==> src/rtl/mem_access_ctrl.sv <==
`default_nettype none
// +--------------------------------------------------------------------+
// | mem_access_ctrl: MEM-stage dcache initiator with LL/SC link + wdog  |
// | Revision: 1.0                                                       |
// +--------------------------------------------------------------------+
module mem_access_ctrl #(
  parameter int unsigned TIMEOUT = 255
) (
  input  logic        CLK,
  input  logic        nRST,
  input  logic        valid_in,
  input  logic        dREN_in,
  input  logic        dWEN_in,
  input  logic        is_ll,
  input  logic        is_sc,
  input  logic [31:0] addr_in,
  input  logic [31:0] store_in,
  input  logic        dhit,
  input  logic [31:0] dmemload,
  input  logic        ccinv,
  input  logic [31:0] ccinvaddr,
  output logic        dmemREN,
  output logic        dmemWEN,
  output logic [31:0] dmemaddr,
  output logic [31:0] dmemstore,
  output logic        mem_stall,
  output logic        memwb_flush,
  output logic [31:0] dmemload_out,
  output logic        link_valid,
  output logic        err
);

  localparam logic [1:0] S_IDLE = 2'd0;
  localparam logic [1:0] S_BUSY = 2'd1;
  localparam logic [1:0] S_ERR  = 2'd2;
  localparam logic [7:0] C_TIMEOUT = 8'(TIMEOUT);

  logic [1:0]  state_q, state_d;
  logic        req_ren_q, req_ren_d;
  logic        req_wen_q, req_wen_d;
  logic        req_ll_q, req_ll_d;
  logic        req_sc_q, req_sc_d;
  logic [31:0] req_addr_q, req_addr_d;
  logic [31:0] req_store_q, req_store_d;
  logic [7:0]  count_q, count_d;
  logic        link_valid_q, link_valid_d;
  logic [31:0] link_addr_q, link_addr_d;

  logic op;
  logic sc_fail;
  logic issue;
  logic busy_hit;

  assign op       = valid_in & (dREN_in | dWEN_in);
  assign sc_fail  = is_sc & ~(link_valid_q & (link_addr_q == addr_in));
  assign issue    = (state_q == S_IDLE) & op & ~sc_fail;
  assign busy_hit = (state_q == S_BUSY) & dhit;

  always_ff @(posedge CLK or posedge nRST) begin
    if (nRST) begin
      state_q <= S_IDLE;
    end else begin
      state_q <= state_d;
    end
  end

  always_comb begin
    state_d = state_q;
    case (state_q)
      S_IDLE: if (issue) state_d = S_BUSY;
      S_BUSY: begin
        if (dhit) begin
          state_d = S_IDLE;
        end else if (count_q + 8'd1 == C_TIMEOUT) begin
          state_d = S_ERR;
        end
      end
      S_ERR:   state_d = S_ERR;
      default: state_d = S_IDLE;
    endcase
  end

  always_comb begin
    dmemREN      = 1'b0;
    dmemWEN      = 1'b0;
    dmemaddr     = 32'd0;
    dmemstore    = 32'd0;
    mem_stall    = 1'b0;
    memwb_flush  = 1'b0;
    dmemload_out = 32'd0;
    err          = 1'b0;
    case (state_q)
      S_IDLE: begin
        if (issue) begin
          mem_stall   = 1'b1;
          memwb_flush = 1'b1;
        end
      end
      S_BUSY: begin
        dmemREN   = req_ren_q;
        dmemWEN   = req_wen_q;
        dmemaddr  = req_addr_q;
        dmemstore = req_store_q;
        if (dhit) begin
          if (req_ren_q) begin
            dmemload_out = dmemload;
          end else if (req_sc_q) begin
            dmemload_out = 32'd1;
          end
        end else begin
          mem_stall   = 1'b1;
          memwb_flush = 1'b1;
        end
      end
      S_ERR: begin
        mem_stall   = 1'b1;
        memwb_flush = 1'b1;
        err         = 1'b1;
      end
      default: ;
    endcase
  end

  // Request is latched once at issue and held stable for the dcache.
  always_comb begin
    req_ren_d   = req_ren_q;
    req_wen_d   = req_wen_q;
    req_ll_d    = req_ll_q;
    req_sc_d    = req_sc_q;
    req_addr_d  = req_addr_q;
    req_store_d = req_store_q;
    if (issue) begin
      req_ren_d   = dREN_in;
      req_wen_d   = dWEN_in & ~dREN_in;
      req_ll_d    = is_ll;
      req_sc_d    = is_sc;
      req_addr_d  = addr_in;
      req_store_d = store_in;
    end
  end

  always_comb begin
    count_d = 8'd0;
    if ((state_q == S_BUSY) && !dhit) begin
      count_d = count_q + 8'd1;
    end
  end

  // An ll completing in the same cycle as a matching snoop keeps the new link.
  always_comb begin
    link_valid_d = link_valid_q;
    link_addr_d  = link_addr_q;
    if (ccinv && (ccinvaddr == link_addr_q)) begin
      link_valid_d = 1'b0;
    end
    if (busy_hit) begin
      if (req_sc_q) begin
        link_valid_d = 1'b0;
      end else if (req_wen_q && (req_addr_q == link_addr_q)) begin
        link_valid_d = 1'b0;
      end
      if (req_ll_q) begin
        link_valid_d = 1'b1;
        link_addr_d  = req_addr_q;
      end
    end
  end

  always_ff @(posedge CLK or posedge nRST) begin
    if (nRST) begin
      req_ren_q    <= 1'b0;
      req_wen_q    <= 1'b0;
      req_ll_q     <= 1'b0;
      req_sc_q     <= 1'b0;
      req_addr_q   <= 32'd0;
      req_store_q  <= 32'd0;
      count_q      <= 8'd0;
      link_valid_q <= 1'b0;
      link_addr_q  <= 32'd0;
    end else begin
      req_ren_q    <= req_ren_d;
      req_wen_q    <= req_wen_d;
      req_ll_q     <= req_ll_d;
      req_sc_q     <= req_sc_d;
      req_addr_q   <= req_addr_d;
      req_store_q  <= req_store_d;
      count_q      <= count_d;
      link_valid_q <= link_valid_d;
      link_addr_q  <= link_addr_d;
    end
  end

  assign link_valid = link_valid_q;

endmodule
`default_nettype wire

==> config.mk <==
export PLATFORM = sky130hd
export DESIGN_NAME = mem_access_ctrl
export DESIGN_NICKNAME = d
export VERILOG_FILES = /design/src/rtl/mem_access_ctrl.sv
export SDC_FILE = /design/constraint.sdc
export NUM_CORES = 1
export LEC_CHECK = 0
export ABC_AREA = 1
export CAP_MARGIN = 0
export CORE_ASPECT_RATIO = 0.6
export CORE_MARGIN = 2
export CORE_UTILIZATION = 40
export CTS_CLUSTER_DIAMETER = 60
export DETAILED_ROUTE_END_ITERATION = 7
export PLACE_DENSITY = 0.73
export SLEW_MARGIN = 20
export SYNTH_ARGS = -nofsm -noshare
export SYNTH_HDL_FRONTEND = slang
export SYNTH_SLANG_ARGS = --single-unit
==> constraint.sdc <==
create_clock -name CLK -period 5.23 [get_ports CLK]
set_clock_uncertainty 0.1 [all_clocks]
set_input_delay 1.046 -clock CLK [delete_from_list [all_inputs] [get_ports CLK]]
set_output_delay 1.046 -clock CLK [all_outputs]
set_load 0.02 [all_outputs]
==> summary.md, run 1 <==
## Die
* **Die W** 168 um
* **DIE HEIGHT** 103 um
* **number of top-level pins** 239
* **core outline area** 15,600 um^2
* **std cell rows** 35
* **starting utilization of the core area** 0.416
* **DIE AREA** 17,300 um^2

## Clocking
* **CTS sink cnt** 111
* **clk root buf** clkbuf_16
* **clock tree from TritonCTS** yes
* **cts hold-fix bufs** 0
* **clock latency at the later pin of the worst-skew pair** 0.35 ns
* **buffers inserted during post-CTS setup optimization** 0
* **H-tree depth** 3
* **Reg clk slew, reported paths** 0.07 ns
* **clock buffers created by TritonCTS** 9
* **post-CTS sizing** 0
* **maximum clock insertion buffer count** 2

## Critical path
* **Most common cell on crit path** nand2_1
* **top cell family by delay on the critical path** buffers and inverters
* **launching element type of the critical path** primary input
* **critical path capture point type** output pin
* **worst path arrival time** 3.20 ns
* **master of the slowest instance on the critical path** clkdlybuf4s50_1
* **Crit path buffers/inverters** 5
* **delay contributed by the slowest stage of the critical path** 0.61 ns
* **series of cell instances along the critical path** clkdlybuf4s50_1 -> inv_1 -> nand2_1 -> nand2_1 -> inv_1 -> nand2_1 -> nor2_1 -> nand2_1 -> nor2_1 -> nand3_2 -> nand2_4 -> inv_1 -> nand2_1 -> clkdlybuf4s50_1
* **crit path kind** in2out
* **biggest fanout along the worst timing path** 3
* **CP Data Required Time** 4.08 ns

## Cells and area
* **Antenna diodes** 0
* **nets** 1,308
* **Filler Cell Count** 1,467
* **multi-input combinational cell area** 2770 um^2
* **Area Overhead vs Synth** 42.4%
* **sequential cell area** 2780 um^2
* **number of standard cells in the final layout excluding fillers** 1,377
* **share of final-layout standard cells stronger than drive strength 1** 0.0324

## Pwr
* **fraction of power consumed by combinational cells** 0.424
* **cell leakage power** 4.42 nW
* **net switching share of the total power** 0.409
* **total power per unit cell area** 387 nW/um^2
* **clock power share** 0.197
* **total power of the final layout** 3.57 mW
* **Sequential Power Share** 0.379
* **internal power** 2.11 mW
* **Max VDD drop** 0.186 mV
* **Switching Power** 1.46 mW

## Drt
* **Pre-antenna DRT Iters** 5
* **via count normalized by instance count** 4.66
* **antenna-violating nets left** 0
* **Routed wire per std cell** 15.1 um
* **drt initial violations** 564
* **remaining design rule violation count** 0
* **Vias** 6,413
* **drt total wl** 20,800 um

## Yosys
* **Synth Instances** 945
* **Unique masters post-synth** 31
* **share of Yosys cell area claimed by the top area cell type** 0.428
* **cell type with the largest total area after synthesis** dfrtp_1
* **flip-flop and latch count after synthesis** 111
* **Post-Syn Nets** 1,084
* **sequential share of the synthesized area** 0.428
* **Yosys warning total** 0
* **mean post-synth cell area** 6.86 um^2
* **largest cells by area after synthesis** dfrtp_1 (43%), nand2_1 (15%), inv_1 (10%), nor2_1 (8.8%), o21ai_0 (8.1%)
* **netlist area before placement** 6480 um^2

## Timing
* **final hold vios** 0
* **Finish-stage setup viols** 0
* **Max Clock Freq** 230 MHz
* **Total Neg Setup Slack** 0 ns
* **Slew Limit Headroom** 0.361
* **post-layout min period** 4.35 ns
* **unrepaired setup endpoints after global routing** no
* **slew at the pin with the worst max-slew slack** 0.958 ns
* **count of final max-slew check failures** 0
* **fraction of the cycle the final worst path needs** 0.831
* **worst-case hold slack** 0.387 ns

## Job
* **count of maximum capacitance violations** 0

## Global routing
* **sum of overflow across all layers after global routing** 0
* **global-route usage over all layers** 0.240
* **first-pass GRT wire length** 31,800 um
* **via count of the first global-routing pass** 5,967
* **pin count of the biggest net entering global routing** 97
* **antenna violations before repair** 0

## Place
* **final estimated routing congestion in global placement** 0.973
* **Port-buffer cells** 238
* **Cell Count Post-Placement** 1,361
* **hpwl dp** 16,300 um

## Run status
* **run status** completed

## Min path
* **Min-Delay Path Class** reg2reg

==> sequential cells by signal, indices dropped and copies added (netlist names) <==
name         count
state_q          2
req_store_q     32
count_q          8
req_ren_q        1
req_addr_q      32
link_addr_q     32
req_sc_q         1
link_valid       1
req_ll_q         1
req_wen_q        1
==> worst register-to-register path, delay by kind of cell, from the launching register on <==
family,cells,cell delay [ns]
AND/OR/NAND/NOR,8,0.78
AO/OA/AOI/OAI,1,0.29
flip-flops,1,0.42
buffers and inverters,3,1.25
==> power groups by stage <==
stage	Clock (mW)	Combinational (mW)	Sequential, mW
4_1_cts	0.717	1.49	1.35
6_report	0.704	1.51	1.35
5_1_grt	0.756	1.69	1.39
3_3_place_gp	0	1.47	1.35
2_1_floorplan	0	0.936	1.31
3_5_place_dp	0	1.48	1.37
==> layer usage <==
layer	wire length (um)	GRT usage
met2	8290	0.333
met5	0	0
met1	10400	0.371
met4	154	0.0351
met3	2010	0.0714
==> synthesized netlist by cell type <==
cell      number
nand3_2        1
nor2_2         1
nand3_1       12
o21ai_1       10
o211ai_1       1
buf_2          1
a21boi_0       2
nor3_1         5
o22ai_1        4
o221ai_1       1
xor2_1        11
clkbuf_1      20
nand4_1        5
dfrtp_1      111
buf_1          2
buf_12         7
a21oi_1        4
buf_4          1
inv_1        178
nor3b_1        1
nor2_1       152
o21ai_0      105
clkinv_1       1
o21ai_2        4
ha_1           2
inv_2          6
or2_2          2
clkbuf_2       1
nand2_1      267
xnor2_1       26
nand2_4        1
==> cell usage in the layout (no fill, tap or decap), types with 2 or more instances in the layout <==
master and n:
nand4_1 5, o21ai_1 10, o21ai_2 4, xnor2_1 26
inv_2 7, or2_2 2, clkbuf_16 9, nor2_1 152
inv_1 176, xor2_1 11, nand2_1 267, o22ai_1 4
nor3_1 5, o21ai_0 105, dfrtp_1 111, buf_4 7
nand3_1 12, a21boi_0 2, a21oi_1 4, clkdlybuf4s50_1 238
ha_1 2, clkinv_4 2, clkbuf_1 2
==> through the flow <==
step | util | cell area, um^2 | setup WS [ns]
after floorplan | - | 6480 | 1.15
after global placement | 0.573 | 8940 | 0.946
after detailed placement | 0.573 | 8940 | 0.910
after CTS | 0.593 | 9240 | 0.907
after global routing | 0.593 | 9240 | 0.750
final | 0.593 | 9240 | 0.883
==> worst paths after layout <==
path,depth (start not counted),endpoint,from,slack [ns]
max,14,mem_stall,addr_in[17],0.88
min,2,req_ll_q,req_ll_q,0.39
max reg2reg,12,req_addr_q[5],link_addr_q[11],2.22
min reg2reg,2,req_ll_q,req_ll_q,0.39
max in group asynchronous,3,link_addr_q[7],nRST,3.03
min in group asynchronous,2,req_store_q[1],nRST,1.15
==> kinds of logic (layout without fill, tap and decap cells) <==
| family | after synthesis | count (layout) | share of synthesized area |
|---|---|---|---|
| simple gates | 447 | 447 | 0.268 |
| flops | 111 | 111 | 0.428 |
| buf+inv | 217 | 446 | 0.144 |
| fa+ha+maj | 2 | 2 | 0.00386 |
| xor+xnor | 37 | 37 | 0.0500 |
| compound gates | 131 | 131 | 0.106 |
==> cell type report <==
class                      instances  share of cell area
sequential                       111               0.301
multi-input combinational        617               0.300
timing repair buffer             245               0.264
inverter                         185              0.0754
tap                              203              0.0275
clock buffer                      12              0.0267
clock inverter                     4             0.00596
(Power assumes the default switching activity.)
==> run 2: changes to the inputs <==
--- a/config.mk
+++ b/config.mk
@@ -12,7 +12,7 @@
 export CORE_UTILIZATION = 40
 export CTS_CLUSTER_DIAMETER = 60
 export DETAILED_ROUTE_END_ITERATION = 7
-export PLACE_DENSITY = 0.73
+export PLACE_DENSITY = 0.76
 export SLEW_MARGIN = 20
 export SYNTH_ARGS = -nofsm -noshare
 export SYNTH_HDL_FRONTEND = slang
==> constraint.sdc (replaced) <==
create_clock -name CLK -period 3.9 [get_ports CLK]
set_clock_uncertainty 0.1 [all_clocks]
set_input_delay 0.78 -clock CLK [delete_from_list [all_inputs] [get_ports CLK]]
set_output_delay 0.78 -clock CLK [all_outputs]
set_load 0.02 [all_outputs]
==> run 2 against run 1 <==
  * First-iteration DRC count up 18%
  * Worst setup slack worse by 0.48 ns
  * Final area down 0.16%
  * Sequential share of layout area about the same
  * Core utilization down 0.096 points
  * Largest cell class unchanged
  * Highest routed layer unchanged
==> summary.md, run 2 (synthesis results as in run 1) <==
## Timing
* **count of final max-slew check failures** 0
* **Max Clock Freq** 286 MHz
* **unrepaired setup endpoints after global routing** no
* **smallest setup slack after layout** 0.403 ns
* **final hold vios** 0
* **slew at the pin with the worst max-slew slack** 0.791 ns
* **Slew Limit Headroom** 0.473
* **fraction of the cycle the final worst path needs** 0.897
* **Finish-stage setup viols** 0
* **post-layout min period** 3.50 ns
* **Total Neg Setup Slack** 0 ns

## Clocking
* **Reg clk slew, reported paths** 0.07 ns
* **buffers inserted during post-CTS setup optimization** 0
* **clock buffers created by TritonCTS** 9
* **clock tree from TritonCTS** yes
* **cts hold-fix bufs** 0
* **clk root buf** clkbuf_16
* **H-tree depth** 3
* **clock latency at the later pin of the worst-skew pair** 0.36 ns
* **CTS sink cnt** 111
* **maximum clock insertion buffer count** 2

## Die
* **DIE HEIGHT** 103 um
* **number of top-level pins** 239
* **std cell rows** 35
* **starting utilization of the core area** 0.416
* **DIE AREA** 17,300 um^2
* **core outline area** 15,600 um^2
* **Die W** 168 um

## Drt
* **Routed wire per std cell** 15.4 um
* **drt initial violations** 666
* **antenna-violating nets left** 0
* **via count normalized by instance count** 4.73
* **Vias** 6,517
* **drt total wl** 21,300 um
* **Pre-antenna DRT Iters** 5
* **remaining design rule violation count** 0

## Pwr
* **total power per unit cell area** 512 nW/um^2
* **total power of the final layout** 4.72 mW
* **cell leakage power** 4.43 nW
* **Max VDD drop** 0.277 mV

## Cells and area
* **Filler Cell Count** 1,446
* **utilization after layout** 0.592
* **share of final-layout standard cells stronger than drive strength 1** 0.0324
* **cell area after layout** 9220 um^2
* **Area Overhead vs Synth** 42.2%
* **most frequent standard cell in the layout excluding fill and tap cells** nand2_1
* **top flop regs** link_addr_q: 32 flops, req_addr_q: 32 flops, req_store_q: 32 flops
* **nets** 1,308
* **most used cells in the layout excluding fill and tap cells** nand2_1 (267), clkdlybuf4s50_1 (236), inv_1 (176)

## Critical path
* **Most common cell on crit path** nor2_1
* **master of the slowest instance on the critical path** clkdlybuf4s50_1
* **delay contributed by the slowest stage of the critical path** 0.58 ns
* **series of cell instances along the critical path** inv_1 -> nor2_1 -> inv_2 -> buf_4 -> nor2_1 -> clkdlybuf4s50_1
* **CP Data Required Time** 3.02 ns
* **worst path arrival time** 2.62 ns
* **cell count of the worst reg-to-reg path** 12
* **critical path capture point type** output pin
* **Worst R2R Setup Slack** 0.90 ns
* **Critical R2R Capture** req_addr_q[30]
* **crit path kind** reg2out
* **reg-to-reg startpoint** link_addr_q[11]
* **biggest fanout along the worst timing path** 37
* **launching element type of the critical path** flop

## Place
* **hpwl dp** 16,600 um
* **Placement Setup Slack** 0.0915 ns
* **Port-buffer cells** 238
* **total cell area at the placement stage** 8950 um^2
* **final estimated routing congestion in global placement** 0.960

## Global routing
* **pin count of the biggest net entering global routing** 82
* **first-pass GRT wire length** 32,300 um
* **antenna violations before repair** 0
* **via count of the first global-routing pass** 5,996
* **sum of overflow across all layers after global routing** 0
* **global-route usage over all layers** 0.245

## Min path
* **Hold Crit Endpoint** count_q[0]
* **Worst Hold Launch** count_q[0]
* **hold depth** 1
* **Min-Delay Path Class** reg2reg

## Run status
* **run status** completed

## Job
* **count of maximum capacitance violations** 0

-- run 2: power breakdown --
part | internal [mW] | total (mW) | switching [mW]
sequential | 1.50 | 1.82 | 0.319
clock | 0.435 | 0.866 | 0.431
combinational | 0.809 | 2.04 | 1.23
-- run 2: metrics by stage --
| stage | instances | hold slack (ns) |
|---|---|---|
| finish | 1378 | 0.387 |
| global route | 1377 | 0.407 |
| CTS | 1377 | 0.386 |
| detailed placement | 1361 | 0.368 |
| global placement | 1361 | 0.371 |
| floorplan | 945 | 0.342 |
-- run 2: critical path: cells and delay by family, from the launching register on --
kind,cells,cell delay (ns)
DFF,1,0.40
buffers and inverters,4,1.62
and+or+nand+nor,2,0.22
-- run 2: worst max path at each step --
stage / start / end / slack (ns) / cells after the start
floorplan: nRST / count_q[0] / 0.09 / 1
global placement: addr_in[17] / mem_stall / 0.12 / 14
detailed placement: addr_in[17] / mem_stall / 0.09 / 14
CTS: addr_in[17] / mem_stall / 0.07 / 14
global route: addr_in[17] / req_addr_q[30] / 0.24 / 14
finish: state_q[0] / dmemaddr[21] / 0.40 / 6
-- run 2: layer usage --
metal / GRT usage / share of wire / up-vias
li1: - / - / 3261
met1: 0.379 / 0.49 / 2928
met2: 0.332 / 0.39 / 313
met3: 0.0783 / 0.11 / 15
met4: 0.0477 / 0.011 / 0
met5: 0 / 0 / -
-- run 2: timing repair --
item | CTS | global route
endpoints found under the hold margin | 0 | 0
resized for setup | 0 | 2
endpoints found under the setup margin | 0 | 2
-- run 2: final cells by class --
class,instances,area [um^2],share of cell area
Inverter,185,697,0.0756
Timing Repair Buffer,245,2450,0.266
Clock buffer,11,233,0.0252
Clock inverter,5,33.8,0.00366
Antenna cell,1,2.50,0.000271
Tap cell,203,254,0.0275
Sequential cell,111,2780,0.301
Multi-Input combinational cell,617,2770,0.301
==> run 3: changes to the inputs <==
--- a/config.mk
+++ b/config.mk
@@ -7,13 +7,12 @@
 export LEC_CHECK = 0
 export ABC_AREA = 1
 export CAP_MARGIN = 0
-export CORE_ASPECT_RATIO = 0.6
 export CORE_MARGIN = 2
-export CORE_UTILIZATION = 40
+export CORE_UTILIZATION = 41
 export CTS_CLUSTER_DIAMETER = 60
 export DETAILED_ROUTE_END_ITERATION = 7
-export PLACE_DENSITY = 0.76
-export SLEW_MARGIN = 20
+export PLACE_DENSITY = 0.78
+export SLEW_MARGIN = 5
 export SYNTH_ARGS = -nofsm -noshare
 export SYNTH_HDL_FRONTEND = slang
 export SYNTH_SLANG_ARGS = --single-unit
==> run 3 against run 2 <==
  * Global-route usage fell by 0.77 points
  * First-iteration DRC count shrank 36%
  * Worst setup slack lost 0.017 ns
  * Highest routed layer unchanged
==> summary.md, run 3 (synthesis results as in run 1) <==
## Drt
* **remaining design rule violation count** 0
* **antenna-violating nets left** 0
* **Pre-antenna DRT Iters** 5
* **Routed wire per std cell** 14.6 um
* **Vias** 6,517
* **via count normalized by instance count** 4.71
* **drt total wl** 20,200 um
* **drt initial violations** 429

## Die
* **starting utilization of the core area** 0.423
* **Die W** 130 um
* **DIE AREA** 16,800 um^2
* **number of top-level pins** 239
* **std cell rows** 45
* **core outline area** 15,300 um^2
* **DIE HEIGHT** 130 um

## Clocking
* **buffers inserted during post-CTS setup optimization** 0
* **maximum clock insertion buffer count** 2
* **clock latency at the later pin of the worst-skew pair** 0.36 ns
* **clk root buf** clkbuf_16
* **CTS sink cnt** 111
* **clock buffers created by TritonCTS** 9
* **Reg clk slew, reported paths** 0.07 ns
* **H-tree depth** 3
* **clock tree from TritonCTS** yes

## Timing
* **Finish-stage setup viols** 0
* **count of final max-slew check failures** 0
* **Slew Limit Headroom** 0.199
* **final hold vios** 0
* **smallest setup slack after layout** 0.385 ns
* **Max Clock Freq** 285 MHz
* **fraction of the cycle the final worst path needs** 0.901
* **post-layout min period** 3.51 ns
* **unrepaired setup endpoints after global routing** no
* **Total Neg Setup Slack** 0 ns
* **worst-case hold slack** 0.400 ns
* **slew at the pin with the worst max-slew slack** 1.20 ns

## Cells and area
* **share of final-layout standard cells stronger than drive strength 1** 0.0341
* **most used cells in the layout excluding fill and tap cells** nand2_1 (267), clkdlybuf4s50_1 (236), inv_1 (176)
* **most frequent standard cell in the layout excluding fill and tap cells** nand2_1
* **Filler Cell Count** 1,441
* **Antenna diodes** 0
* **multi-input combinational cell area** 2780 um^2
* **sequential cell area** 2780 um^2
* **Area Overhead vs Synth** 42.7%
* **nets** 1,307
* **utilization after layout** 0.604
* **cell area after layout** 9250 um^2
* **top flop regs** link_addr_q: 32 flops, req_addr_q: 32 flops, req_store_q: 32 flops

## Pwr
* **Max VDD drop** 0.273 mV
* **total power per unit cell area** 509 nW/um^2
* **cell leakage power** 4.44 nW

## Global routing
* **global-route usage over all layers** 0.238
* **antenna violations before repair** 1
* **sum of overflow across all layers after global routing** 0
* **via count of the first global-routing pass** 6,075
* **first-pass GRT wire length** 30,700 um
* **pin count of the biggest net entering global routing** 134

## Place
* **Port-buffer cells** 238
* **hpwl dp** 15,300 um
* **final estimated routing congestion in global placement** 0.976
* **total cell area at the placement stage** 8950 um^2
* **Placement Setup Slack** 0.0199 ns

## Critical path
* **Crit path buffers/inverters** 3
* **critical path capture point type** output pin
* **delay contributed by the slowest stage of the critical path** 0.44 ns
* **reg-to-reg startpoint** link_addr_q[29]
* **Worst R2R Setup Slack** 0.98 ns
* **top cell family by delay on the critical path** simple AND/OR/NAND/NOR gates
* **Most common cell on crit path** nand2_1
* **crit path kind** in2out
* **series of cell instances along the critical path** clkdlybuf4s50_1 -> xnor2_1 -> nand2_1 -> nor2_1 -> nand2_1 -> nor2_1 -> nand3_2 -> nand2_4 -> inv_1 -> nand2_1 -> dlymetal6s2s_1
* **master of the slowest instance on the critical path** clkdlybuf4s50_1
* **launching element type of the critical path** primary input
* **CP Data Required Time** 3.02 ns
* **biggest fanout along the worst timing path** 3
* **cell count of the worst reg-to-reg path** 10
* **start point of the critical path** addr_in[29]
* **Critical R2R Capture** req_store_q[16]
* **worst path arrival time** 2.63 ns

## Min path
* **Worst Hold Launch** req_ll_q
* **Hold Crit Endpoint** req_ll_q
* **hold depth** 2
* **Min-Delay Path Class** reg2reg

## Job
* **count of maximum capacitance violations** 0

## Run status
* **run status** completed

[run 3: cell type report]
cell class,instances,area share
flip-flops and latches,111,0.300
multi-input cells,617,0.300
repair buffers,244,0.264
inverters,185,0.0753
clock buffers,12,0.0288
well taps,211,0.0285
clock inverters,4,0.00311
[run 3: where the power goes]
part	switching [mW]	leakage, nW	internal, mW
registers	0.316	1.40	1.50
logic	1.15	2.90	0.810
clock network	0.438	0.141	0.487
total	1.91	4.44	2.80
[run 3: how the worst max path moves through the flow]
stage / endpoint / cells past startpoint
finish: mem_stall / 11
global route: memwb_flush / 11
CTS: mem_stall / 11
detailed placement: mem_stall / 11
global placement: mem_stall / 11
floorplan: count_q[0] / 1
[run 3: through the flow]
stage                     instances  power [mW]
after floorplan                 945        3.01
after global routing           1384        5.05
after detailed placement       1368        3.79
after CTS                      1384        4.71
after global placement         1368        3.74
final                          1384        4.71
[run 3: worst reg2reg max path: stages (launching register included)]
cell and delay (ns):
dfrtp_1 0.40, xnor2_1 0.27, nand2_1 0.11, nor2_1 0.15
nand2_1 0.08, nor2_1 0.13, nand3_2 0.17, nand2_4 0.09
buf_4 0.92, nand2_1 0.26, o21ai_0 0.14
[run 3: routing by layer]
| layer | GRT usage | vias to the layer above | part of all wire |
|---|---|---|---|
| met2 | 0.400 | 265 | 0.48 |
| met5 | 0 | - | 0 |
| met1 | 0.290 | 2961 | 0.41 |
| met4 | 0.0873 | 0 | 0.026 |
| met3 | 0.0705 | 29 | 0.089 |
| li1 | - | 3262 | - |
[run 3: what timing repair did]
action,in CTS,in global routing
endpoints found under the setup margin,2,2
endpoints found under the hold margin,0,0
hold buffers,0,0
resized for setup,1,2
